===== config.mk =====
export PLATFORM = sky130hd
export DESIGN_NAME = jump_physics
export DESIGN_NICKNAME = d
export VERILOG_FILES = /design/src/rtl/jump_physics.sv
export SDC_FILE = /design/constraint.sdc
export NUM_CORES = 1
export LEC_CHECK = 0
export CAP_MARGIN = 20
export CORE_ASPECT_RATIO = 1.1
export CORE_UTILIZATION = 35
export DETAILED_ROUTE_END_ITERATION = 16
export GPL_ROUTABILITY_DRIVEN = 0
export MAX_ROUTING_LAYER = met4
export SYNTH_ARGS = -nofsm -noshare
export SYNTH_HDL_FRONTEND = slang
export SYNTH_SLANG_ARGS = --single-unit

===== constraint.sdc =====
create_clock -name clk_machine -period 5.7 [get_ports clk_machine]
set_clock_uncertainty 0.05 [all_clocks]
set_input_delay 1.14 -clock clk_machine [delete_from_list [all_inputs] [get_ports clk_machine]]
set_output_delay 1.14 -clock clk_machine [all_outputs]
set_load 0.03 [all_outputs]

===== src/rtl/jump_physics.sv =====
// jump_physics: turns a button hold into a charged jump.
// Charge accumulates while the button is held; on release the man flies a
// discrete parabola (x advances linearly, y follows a decreasing velocity)
// and jump-done is raised for the game state machine once he lands.

module jump_physics #(
  parameter logic [31:0] X_START    = 32'd0,
  parameter int unsigned CHARGE_DIV = 250000,
  parameter int unsigned MAX_CHARGE = 100,
  parameter int unsigned STEP_DIV   = 50000,
  parameter logic [31:0] X_STEP     = 32'd2,
  parameter int unsigned Y_SHIFT    = 4
) (
  input  logic        clk_machine,
  input  logic        rst_machine,
  input  logic        i_btn,
  input  logic        i_reload,
  output logic [31:0] o_x_man,
  output logic [31:0] o_y_man,
  output logic [7:0]  o_charge,
  output logic        o_jump_done,
  output logic        o_busy
);

  localparam logic [31:0] CHARGE_LAST = CHARGE_DIV - 1;
  localparam logic [31:0] STEP_LAST   = STEP_DIV - 1;
  localparam logic [7:0]  CHARGE_MAX  = MAX_CHARGE[7:0];

  typedef enum logic [1:0] {
    IDLE   = 2'd0,
    CHARGE = 2'd1,
    FLY    = 2'd2,
    DONE   = 2'd3
  } state_t;

  state_t             state_q, state_d;
  logic               btn_q, btn_d;
  logic [31:0]        presc_q, presc_d;
  logic [7:0]         charge_q, charge_d;
  logic [7:0]         steps_q, steps_d;
  logic [31:0]        x_q, x_d;
  logic signed [31:0] y_q, y_d;
  logic signed [31:0] vy_q, vy_d;
  logic               done_q, done_d;
  logic               busy_q, busy_d;

  logic               rise;
  logic               fall;
  logic [7:0]         charge_inc;

  // Next-state logic: button edge detection, charge accumulation, flight
  // stepping, with reload overriding everything except the held charge.
  always_comb begin
    rise       = i_btn & ~btn_q;
    fall       = ~i_btn & btn_q;
    charge_inc = (charge_q == CHARGE_MAX) ? charge_q : charge_q + 8'd1;

    state_d  = state_q;
    btn_d    = i_btn;
    presc_d  = presc_q;
    charge_d = charge_q;
    steps_d  = steps_q;
    x_d      = x_q;
    y_d      = y_q;
    vy_d     = vy_q;

    case (state_q)
      IDLE: begin
        presc_d = '0;
        if (rise) begin
          state_d  = CHARGE;
          charge_d = '0;
        end
      end

      CHARGE: begin
        if (presc_q == CHARGE_LAST) begin
          presc_d  = '0;
          charge_d = charge_inc;
        end else begin
          presc_d = presc_q + 32'd1;
        end
        // A release in the same cycle as a charge tick sees the new charge.
        if (fall) begin
          presc_d = '0;
          if (charge_d == 8'd0) begin
            state_d = DONE;
          end else begin
            state_d = FLY;
            vy_d    = {24'd0, charge_d} - 32'sd1;
            steps_d = charge_d;
          end
        end
      end

      FLY: begin
        if (presc_q == STEP_LAST) begin
          presc_d = '0;
          x_d     = x_q + X_STEP;
          y_d     = y_q + vy_q;
          vy_d    = vy_q - 32'sd2;
          steps_d = steps_q - 8'd1;
          if (steps_q == 8'd1) begin
            state_d = DONE;
          end
        end else begin
          presc_d = presc_q + 32'd1;
        end
      end

      DONE: begin
        presc_d = '0;
        if (rise) begin
          state_d  = CHARGE;
          charge_d = '0;
        end
      end

      default: begin
        state_d = IDLE;
        presc_d = '0;
      end
    endcase

    if (i_reload) begin
      state_d  = IDLE;
      presc_d  = '0;
      charge_d = charge_q;
      x_d      = X_START;
      y_d      = '0;
      vy_d     = '0;
    end

    done_d = (state_d == DONE);
    busy_d = (state_d == CHARGE) || (state_d == FLY);
  end

  // State and registered outputs, cleared asynchronously by reset.
  always_ff @(posedge clk_machine or posedge rst_machine) begin
    if (rst_machine) begin
      state_q  <= IDLE;
      btn_q    <= 1'b0;
      presc_q  <= '0;
      charge_q <= '0;
      steps_q  <= '0;
      x_q      <= X_START;
      y_q      <= '0;
      vy_q     <= '0;
      done_q   <= 1'b0;
      busy_q   <= 1'b0;
    end else begin
      state_q  <= state_d;
      btn_q    <= btn_d;
      presc_q  <= presc_d;
      charge_q <= charge_d;
      steps_q  <= steps_d;
      x_q      <= x_d;
      y_q      <= y_d;
      vy_q     <= vy_d;
      done_q   <= done_d;
      busy_q   <= busy_d;
    end
  end

  assign o_x_man     = x_q;
  assign o_y_man     = y_q >>> Y_SHIFT;
  assign o_charge    = charge_q;
  assign o_jump_done = done_q;
  assign o_busy      = busy_q;

endmodule


==> results.cfg <==
[synthesis]
yosys.cell_types.count = 69
async_flop_share_pct = 100
syn_area_per_cell_sq_um = 8.68
synth_edf_count = 0
syn_nets = 1152
yosys_warnings = 0
synthCells = 1104
netlist_area_sq_um = 9580
ys_ff_latch = 148
ys.flop_type = dfrtp_1
seq_area_frac_synth_pct = 38.7

[final_layout]
multi_input_area_sq_um = 5290
syn_to_final_growth_pct = 15.4
layout_commonest_cell = dfrtp_1
seqCellArea_sq_um = 3700
layout_common_cells = 148 x dfrtp_1, 141 x nand2_1, 106 x a21oi_1, 101 x nor2_1, 75 x clkdlybuf4s50_1
fill_cells = 2695
nets = 1176
drive_gt1_share_pct = 6.66
antenna_cells = 0
fin_cells = 1498
finalCoreUtilization_pct = 41.0

[floorplanning]
num_rows = 63
die-area_sq_um = 28000
pin_count = 78
core_area_sq_um = 27000
dieHeight_microns = 176
initial_core_util_pct = 35.5
die_width_microns = 160

[setup_path]
critPathLaunchType = flop
crit_chain = nor4_1, nand4_1, nor4_1, mux2i_1, and4_1, nand4_4, a22oi_2, buf_4, a21oi_1, o32ai_1
cp_slowest_stage_delay_ns = 0.69
r2r_slack_ns = 1.22
worst_ep_arrival_time_ns = 4.76
cp-end-kind = flop
crit_family = simple AND/OR/NAND/NOR gates
setup.worst_path.class = reg2reg
critPathBufInv = 1
slowest_stage = a22oi_2
critPathMostFrequentCell = nor4_1
worstPathRequired_ns = 5.98
cp_max_fo = 15

[timing]
worst_pin_slew_ns = 1.02
setup-violations-final = 0
maxSlewViolCount = 0
fin_crit_sh_pct = 78.5
whs_ns = 0.445
max_freq_mhz = 223
tns_ns = 0
fin_crit_ns = 4.48
rsz0062_at_grt = no
finalHoldViolations = 0
max_slew_margin_pct = 31.8

[cts]
cts_resized = 0
clk_pin_slew_worst_paths_ns = 0.08
cts_tree = done
clk_path_buf_depth = 2
cts_root_buffer = clkbuf_16
clock_latency_ns = 0.44
clock-sinks = 148
holdBufCountCts = 0
cts_htree_levels = 4
postCtsSetupRepairBufs = 0
cts_inserted_buffers = 17

[route]
ant_nets = 0
wl_per_cell_microns = 15.6
first_iter_violations = 466
drc = 0
drt-pass1-iter-count = 4
vias_per_cell = 5.39
wirelength_microns = 23300
vias = 8080

[global_route]
grt_first_pass_wirelength_microns = 39300
grt_usage_pct = 17.7
first_global_vias = 7632
antenna_found_initial = 0
grt_max_degree = 103
grt_overflow_total = 0

[hold_path]
min_path_type = reg2reg

[power]
clock_power_share_pct = 24.0
p_sw_share_pct = 47.0
ir_drop_uv = 314
switching_power_w = 0.00224
power_frac_seq_pct = 28.6
power.internal_w = 0.00253
power.share.combinational_pct = 47.4
p_leak_nw = 4.68
total_power_w = 0.00477
power_density_nw_per_um2 = 431

[placed_design]
place_hpwl_microns = 15800
placedCellCount = 1464
port_buffers = 76

[run]
max_cap_viol_count = 0

[outcome]
status = complete, no violations
==> power by group through the flow <==
stage	Sequential, W	Combinational, W	Clock, W
finish	0.00136	0.00226	0.00114
floorplan	0.00137	0.00177	0
detailed placement	0.00138	0.00221	0
global placement	0.00138	0.00219	0
CTS	0.00136	0.00223	0.00118
global route	0.00138	0.00252	0.00122
==> logic make-up (layout without fill, tap and decap cells) <==
family	Yosys count	after routing	share of synthesized area [%]
and+or+nand+nor	434	434	22.3
AOI/OAI and AO/OA	275	275	18.5
DFF	148	148	38.7
buffers and inverters	110	147	6.25
xor gates and xnor gates	88	88	8.04
adders and majority gates	44	44	5.82
muxes	4	4	0.418
other	1	1	0.0391
==> worst register-to-register path, delay by kind of cell (launching register included) <==
family / cells / cell delay, ns
compound gates: 3 / 1.00
simple gates: 5 / 2.00
flops: 1 / 0.41
buf+inv: 1 / 0.37
mux: 1 / 0.54
==> cells in the mapped netlist, types with 5 or more instances <==
cell type	count	area (sq um)
a211oi_1	14	105
a21o_1	18	135
a21oi_1	106	531
a31oi_1	5	31.3
and2_1	8	50.1
and3_1	18	113
and4_1	13	114
buf_1	5	18.8
buf_4	33	248
buf_6	8	90.1
clkbuf_1	37	139
dfrtp_1	148	3700
ha_1	43	538
inv_1	25	93.8
nand2_1	141	529
nand2b_1	7	43.8
nand3_1	41	205
nand3b_1	6	45.0
nand4_1	19	119
nor2_1	101	379
nor2b_1	5	31.3
nor3_1	22	110
nor4_1	14	87.6
o211ai_1	5	37.5
o211ai_2	11	138
o21a_1	7	52.6
o21ai_0	37	185
o21ai_1	27	135
o31ai_1	5	37.5
or2_2	5	31.3
or3_1	17	106
xnor2_1	35	307
xor2_1	53	464
==> through the flow <==
step           instance area (sq um)  setup WS, ns
6_report                       11100          1.22
5_1_grt                        11100         0.987
4_1_cts                        11000          1.27
3_5_place_dp                   10400          1.31
3_3_place_gp                   10400          1.45
2_1_floorplan                   9580         0.530
==> path summary, 6_finish.rpt <==
| kind | start | endpoint | cells past startpoint |
|---|---|---|---|
| max reg2reg | presc_q[29] | vy_q[16] | 10 |
| min reg2reg | presc_q[0] | presc_q[0] | 1 |
| min | presc_q[0] | presc_q[0] | 1 |
| max | presc_q[29] | vy_q[16] | 10 |
| max in group asynchronous | rst_machine | vy_q[29] | 4 |
| min in group asynchronous | rst_machine | y_q[7] | 2 |
==> final cells by class <==
type,instances,share of cell area (%)
inverters,25,0.894
multi-input cells,846,47.9
well taps,357,4.04
clock inverters,15,1.70
flip-flops and latches,148,33.5
repair buffers,90,8.15
clock buffers,17,3.85
==> sequential cells by signal, summed over array words and instances (netlist names) <==
register / count
vy_q: 32
o_busy: 1
state_q: 2
presc_q: 32
o_jump_done: 1
o_charge: 8
btn_q: 1
o_x_man: 31
steps_q: 8
y_q: 32
==> routing by layer <==
layer	share of wire (%)	vias to the layer above	track usage, %
met1	47	3945	23.1
met3	3.4	26	2.62
met4	1.5	0	5.17
li1	-	3967	-
met5	0	-	-
met2	48	142	28.4
Power figures use the tool's default switching activity.
